[src/rtl/event_coalesce_pkg.sv]
// Shared definitions for the event coalescer.
// This file holds the FSM state encoding and the default counter and timer widths.
package event_coalesce_pkg;

  localparam int NE_DEFAULT = 16;
  localparam int NT_DEFAULT = 16;

  typedef enum logic [1:0] {
    ST_IDLE  = 2'd0,
    ST_ACCUM = 2'd1,
    ST_PEND  = 2'd2
  } state_t;

endpackage

[src/rtl/event_coalesce_if.sv]
// Signal bundle between the event/interrupt consumer (master) and the event coalescer (slave).
// The coalescer's FSM state is carried alongside the bundle for observation.
interface event_coalesce_if
  import event_coalesce_pkg::*;
#(
  parameter int NE = NE_DEFAULT,
  parameter int NT = NT_DEFAULT
);

  logic          enable;
  logic          event_in;
  logic [NE-1:0] threshold;
  logic [NT-1:0] timeout;
  // irq is a level request that stays high until irq_ack is seen high on a clock edge
  // while irq=1. irq_count is stable whenever irq=1. An irq_ack while irq=0 has no effect.
  logic          irq;
  logic [NE-1:0] irq_count;
  logic          irq_ack;
  logic          overflow;
  state_t        state;

  modport master (
    output enable, event_in, threshold, timeout, irq_ack,
    input  irq, irq_count, overflow, state
  );

  modport slave (
    input  enable, event_in, threshold, timeout, irq_ack,
    output irq, irq_count, overflow, state
  );

endinterface

[src/rtl/event_coalesce_timer.sv]
// NT-bit saturating up-counter that measures clocks since the first pending event.
// The expired output compares against timeout, and timeout=0 means the timer never expires.
module event_coalesce_timer #(
  parameter int NT = 16
) (
  input  logic          clock,
  input  logic          reset_n,
  input  logic          clear,
  input  logic          run,
  input  logic [NT-1:0] timeout,
  output logic          expired
);

  logic [NT-1:0] value;

  always_ff @(posedge clock or negedge reset_n) begin
    if (!reset_n) begin
      value <= '0;
    end else if (clear) begin
      value <= '0;
    end else if (run && (value != '1)) begin
      value <= value + NT'(1);
    end
  end

  // The comparison is one bit wider, so value+1 cannot wrap when value is saturated.
  assign expired = (timeout != '0) &&
                   (({1'b0, value} + (NT+1)'(1)) >= {1'b0, timeout});

endmodule

[src/rtl/event_coalesce.sv]
// Coalesces single-cycle event pulses into one held level IRQ with a count snapshot.
// The timeout trigger exists only when EVENT_COALESCE_TIMEOUT_EN is defined; otherwise only the threshold raises the IRQ.
module event_coalesce
  import event_coalesce_pkg::*;
#(
  parameter int NE = NE_DEFAULT,
  parameter int NT = NT_DEFAULT
) (
  input logic             clock,
  input logic             reset_n,
  event_coalesce_if.slave bus
);

  localparam logic [NE-1:0] CNT_MAX = '1;

  state_t        state, state_next;
  logic [NE-1:0] count, count_next, count_inc;
  logic [NE-1:0] snap, snap_next;
  logic [NE-1:0] thr_eff;
  logic          ovf, ovf_next;
  logic          ev, ovf_set, thr_hit, tmo_hit, take_trig;

  assign ev        = bus.event_in & bus.enable;
  assign ovf_set   = ev && (count == CNT_MAX);
  assign count_inc = (ev && (count != CNT_MAX)) ? count + NE'(1) : count;
  assign thr_eff   = (bus.threshold == '0) ? NE'(1) : bus.threshold;
  assign thr_hit   = (count_inc >= thr_eff);

`ifdef EVENT_COALESCE_TIMEOUT_EN
  logic tmr_clear, tmr_run;

  // The timer restarts whenever a batch is closed. It counts only while a partial batch is live.
  assign tmr_clear = (state == ST_IDLE) || take_trig;
  assign tmr_run   = (state == ST_ACCUM) || ((state == ST_PEND) && (count != '0));

  event_coalesce_timer #(.NT(NT)) u_timer (
    .clock   (clock),
    .reset_n (reset_n),
    .clear   (tmr_clear),
    .run     (tmr_run),
    .timeout (bus.timeout),
    .expired (tmo_hit)
  );
`else
  logic [NT-1:0] timeout_unused;

  assign timeout_unused = bus.timeout;
  assign tmo_hit        = 1'b0;
`endif

  always_comb begin
    state_next = state;
    count_next = count_inc;
    snap_next  = snap;
    ovf_next   = ovf | ovf_set;
    take_trig  = 1'b0;
    case (state)
      ST_IDLE: begin
        if (ev) begin
          if (thr_hit) begin
            take_trig  = 1'b1;
            state_next = ST_PEND;
          end else begin
            state_next = ST_ACCUM;
          end
        end
      end
      ST_ACCUM: begin
        if (thr_hit || tmo_hit) begin
          take_trig  = 1'b1;
          state_next = ST_PEND;
        end
      end
      ST_PEND: begin
        // A trigger condition that is met while pending is handled in ACCUM after the acknowledge.
        if (bus.irq_ack) begin
          ovf_next   = ovf_set;
          state_next = (count_inc != '0) ? ST_ACCUM : ST_IDLE;
        end
      end
      default: state_next = ST_IDLE;
    endcase
    if (take_trig) begin
      snap_next  = count_inc;
      count_next = '0;
    end
  end

  always_ff @(posedge clock or negedge reset_n) begin
    if (!reset_n) begin
      state <= ST_IDLE;
      count <= '0;
      snap  <= '0;
      ovf   <= 1'b0;
    end else begin
      state <= state_next;
      count <= count_next;
      snap  <= snap_next;
      ovf   <= ovf_next;
    end
  end

  assign bus.irq       = (state == ST_PEND);
  assign bus.irq_count = snap;
  assign bus.overflow  = ovf;
  assign bus.state     = state;

endmodule
[src/flat_wrapper.sv]
// flat-port wrapper written by rule: the top's interface ports become plain ports
module event_coalesce_flat import event_coalesce_pkg::*;
#(
  parameter int NE = NE_DEFAULT,
  parameter int NT = NT_DEFAULT
)
  (clock, reset_n, bus_enable, bus_event_in, bus_threshold, bus_timeout, bus_irq_ack, bus_irq, bus_irq_count, bus_overflow, bus_state);
  event_coalesce_if #(.NE(NE), .NT(NT)) bus_i ();
  input logic clock;
  input logic reset_n;
  input wire logic [$bits(bus_i.enable)-1:0] bus_enable;
  input wire logic [$bits(bus_i.event_in)-1:0] bus_event_in;
  input wire logic [$bits(bus_i.threshold)-1:0] bus_threshold;
  input wire logic [$bits(bus_i.timeout)-1:0] bus_timeout;
  input wire logic [$bits(bus_i.irq_ack)-1:0] bus_irq_ack;
  output wire logic [$bits(bus_i.irq)-1:0] bus_irq;
  output wire logic [$bits(bus_i.irq_count)-1:0] bus_irq_count;
  output wire logic [$bits(bus_i.overflow)-1:0] bus_overflow;
  output wire logic [$bits(bus_i.state)-1:0] bus_state;
  assign bus_i.enable = bus_enable;
  assign bus_i.event_in = bus_event_in;
  assign bus_i.threshold = bus_threshold;
  assign bus_i.timeout = bus_timeout;
  assign bus_i.irq_ack = bus_irq_ack;
  assign bus_irq = bus_i.irq;
  assign bus_irq_count = bus_i.irq_count;
  assign bus_overflow = bus_i.overflow;
  assign bus_state = bus_i.state;
  event_coalesce #(.NE(NE), .NT(NT)) u_core (.clock(clock), .reset_n(reset_n), .bus(bus_i));
endmodule
[config.mk]
export PLATFORM = sky130hd
export DESIGN_NAME = event_coalesce_flat
export DESIGN_NICKNAME = d
export VERILOG_FILES = /design/src/rtl/event_coalesce_pkg.sv /design/src/rtl/event_coalesce_if.sv /design/src/rtl/event_coalesce_timer.sv /design/src/rtl/event_coalesce.sv /design/src/flat_wrapper.sv
export SDC_FILE = /design/constraint.sdc
export NUM_CORES = 1
export LEC_CHECK = 0
export CORE_MARGIN = 1
export CORE_UTILIZATION = 49
export CTS_CLUSTER_DIAMETER = 60
export DETAILED_ROUTE_END_ITERATION = 16
export HOLD_SLACK_MARGIN = 0.02
export PLACE_DENSITY_LB_ADDON = 0.2
export SYNTH_ARGS = -nofsm -noshare
export SYNTH_HDL_FRONTEND = slang
export SYNTH_HIERARCHICAL = 1
export SYNTH_SLANG_ARGS = --single-unit
[constraint.sdc]
create_clock -name clock -period 4.48 [get_ports clock]
set_input_delay 0.896 -clock clock [delete_from_list [all_inputs] [get_ports clock]]
set_output_delay 0.896 -clock clock [all_outputs]
set_load 0.01 [all_outputs]
==> metrics.txt <==
status completed; hold violation count in the final report 0; final hold slack between 0.4 and 0.5 ns; Total Routed Length 5.08 mm; later-pin clock latency in the skew report slightly below 0.3 ns; die height around 70 um; die area ~4900 sq um; worst reg2reg setup slack roughly 0.66 ns; post-cts resize count 0; RSZ-0062 raised after global routing false; I/O Buffers 40; TritonCTS Buffers 5; Vias/cell 5.48; I/O pins 57; Yosys cell types 48; Syn Nets 300; mux contribution to synthesized area 0.0276; total grt overflow 0; dpl hpwl between 4 and 5 mm; CP Data Required Time between 4 and 5 ns; vias in the first global route just under 2,000; post-synthesis simple-gate area fraction 0.261; Fill cells 390; share of layout cells above drive strength 1 0.148; post-layout min period around 4.1 ns; min setup slack post-route ~0.36 ns; PwrDens ~330 nW/um^2; # diodes 0; CTS tree done; M1 wire length around 2.5 mm; Initial Util 0.514; Critical Path Sink Type flip-flop; most frequent cells in the layout clkdlybuf4s50_1, dfrtp_1, inv_1, nand2_1, o21ai_1; DR pass1 iterations 4; XOR/XNOR Fraction of Synth Area 0.0419; setup_tns 0 ns; Area growth syn-to-layout 28.8%; critical path class input pin to flip-flop; Post-DRT Antenna Nets 0; post-synthesis sequential area ratio 0.386; Place WS 0.0574 ns; Clock Tree Buf Depth 2; Hold Crit Class flip-flop to flip-flop; Clock Skews 0.00751 ns; Core Area 4410 sq um; flops & latches, synth 35; Final nets between 300 and 400; uppermost layer routed met4; Total GRT Usage 0.229; Slew @ Worst Pin 0.473 ns; Slew headroom 0.681; Routed met2 length about 2.3 mm; Critical R2R Capture u_core/bus.irq_count[15]; crit path DAT approximately 4.3 ns; Core Util, Final 0.662; RD Place Congestion just over 0.9; worst-case vdd ir drop ~130 uV; largest net degree at the start of global routing 36; initial antenna violation count 0; Final Non-Filler Cells 356; final setup violating endpoints 0; DRC 0; Clock Pin Slew Worst Setup and Hold Paths roughly 0.060 ns; startpoint types input pin; first-pass GRT wire length approximately 8.8 mm; H-Tree Depth 2; met3 wire length between 200 and 250 um; mapped cell area roughly 2300 sq um; Std-Cell Rows 24; Compound-Gate Fraction of Synth Area 0.130; DRT iter0 DRCs 79; count of final max-slew check failures 0; Critical R2R Launch u_core/count[0]; most common cell after layout, fill and taps aside clkdlybuf4s50_1; root buffer cell clkbuf_8; hold buffer count at cts 0; synthesized area per cell about 9 sq um; fin crit share 0.920; Avg WL per Cell roughly 14 um; MaxCap Viol Count 0; CP Max Fanout 23; Critical Path Source bus_enable; path depth of the worst reg2reg path 16; Post-Synth Adder-Cell Area 0.0882; largest family of logic cells by synthesized area simple AND/OR/NAND/NOR gates; Fmax around 240 MHz; TritonCTS Sinks 35; vias just under 2,000; # Post-CTS Setup Buffers 0; DIE WIDTH ~70 um; Post-Syn Instances around 250; CP endpoint u_core/bus.irq_count[15]; Leak Pwr ~1.4 nW; synth warn 6; dpl cells around 350
per-layer routing:
layer  vias to the layer above  track usage
li1                        987            -
met1                       897        0.309
met2                        55        0.359
met3                        13       0.0361
met4                         0        0.109
met5                         -            0
cell families (layout without fill, tap and decap cells):
| logic type | after synthesis | in the layout |
|---|---|---|
| DFF | 35 | 35 |
| buffers and inverters | 37 | 94 |
| AOI/OAI and AO/OA | 44 | 44 |
| and+or+nand+nor | 99 | 99 |
| muxes | 6 | 6 |
| adders and majority gates | 16 | 16 |
| xor gates and xnor gates | 10 | 10 |
through the flow:
step | cell area [sq um] | power (mW)
4_1_cts | 2920 | 0.971
3_5_place_dp | 2820 | 0.718
2_1_floorplan | 2270 | 0.586
3_3_place_gp | 2820 | 0.709
5_1_grt | 2920 | 1.02
6_report | 2920 | 0.963
state kept, by name (all words and copies together), names as in the netlist:
register	count
u_core/count	16
u_core/bus.overflow	1
u_core/bus.irq_count	16
u_core/bus.state	2
area by class of cell:
type / count / area, sq um / area share
Inverter: 32 / 120 / 0.0411
Clock buffer: 8 / 100 / 0.0342
Multi-Input combinational cell: 175 / 1240 / 0.426
Timing Repair Buffer: 54 / 518 / 0.177
Tap cell: 52 / 65.1 / 0.0223
Sequential cell: 35 / 876 / 0.300
how the worst min path moves through the flow:
stage                     cells after the start                       end                startpoint  slack (ns)
after floorplan                               2       u_core/bus.overflow       u_core/bus.overflow        0.51
after global placement                        2   u_core/bus.irq_count[6]   u_core/bus.irq_count[6]        0.47
after detailed placement                      2   u_core/bus.irq_count[6]   u_core/bus.irq_count[6]        0.47
after CTS                                     2  u_core/bus.irq_count[11]  u_core/bus.irq_count[11]        0.49
after global routing                          2   u_core/bus.irq_count[2]   u_core/bus.irq_count[2]        0.51
final                                         2   u_core/bus.irq_count[4]   u_core/bus.irq_count[4]        0.48
cell usage after synthesis, drive strengths merged:
master	number	area, sq um
a211oi	1	7.51
a21boi	1	7.51
a21o	1	7.51
a21oi	5	28.8
a31oi	2	12.5
a41o	1	10.0
and2	1	6.26
and3	3	23.8
and4	3	28.8
buf	4	26.3
clkbuf	1	3.75
dfrtp	35	876
ha	16	200
inv	32	120
mux2	2	22.5
mux2i	4	40.0
nand2	23	86.3
nand2b	4	25.0
nand3	9	50.1
nand4	12	90.1
nor2	27	129
nor3	4	31.3
nor3b	1	7.51
nor4	9	92.6
nor4b	1	8.76
o2111ai	1	8.76
o211ai	1	7.51
o21ai	27	135
o311a	1	11.3
o31ai	1	21.3
o41ai	2	36.3
or2	1	6.26
or3	1	6.26
xnor2	5	51.3
xor2	5	43.8
critical path, stage by stage:
cell and delay, ns:
clkdlybuf4s50_1 0.53, nand2_1 0.20, nor3_1 0.31, o2111ai_1 0.18, xor2_1 0.23, inv_1 0.09, ha_1 0.32, a211oi_1 0.25
o21ai_1 0.13, o211ai_1 0.11, a21oi_2 0.12, o41ai_4 0.46, buf_4 0.32, nand2_1 0.08, o21ai_1 0.08
where the power goes:
group	switching, mW	total (mW)	internal [mW]
clock	0.107	0.247	0.140
combinational	0.156	0.304	0.147
sequential	0.0502	0.412	0.362
No activity file was read; power rests on OpenSTA's default activity.
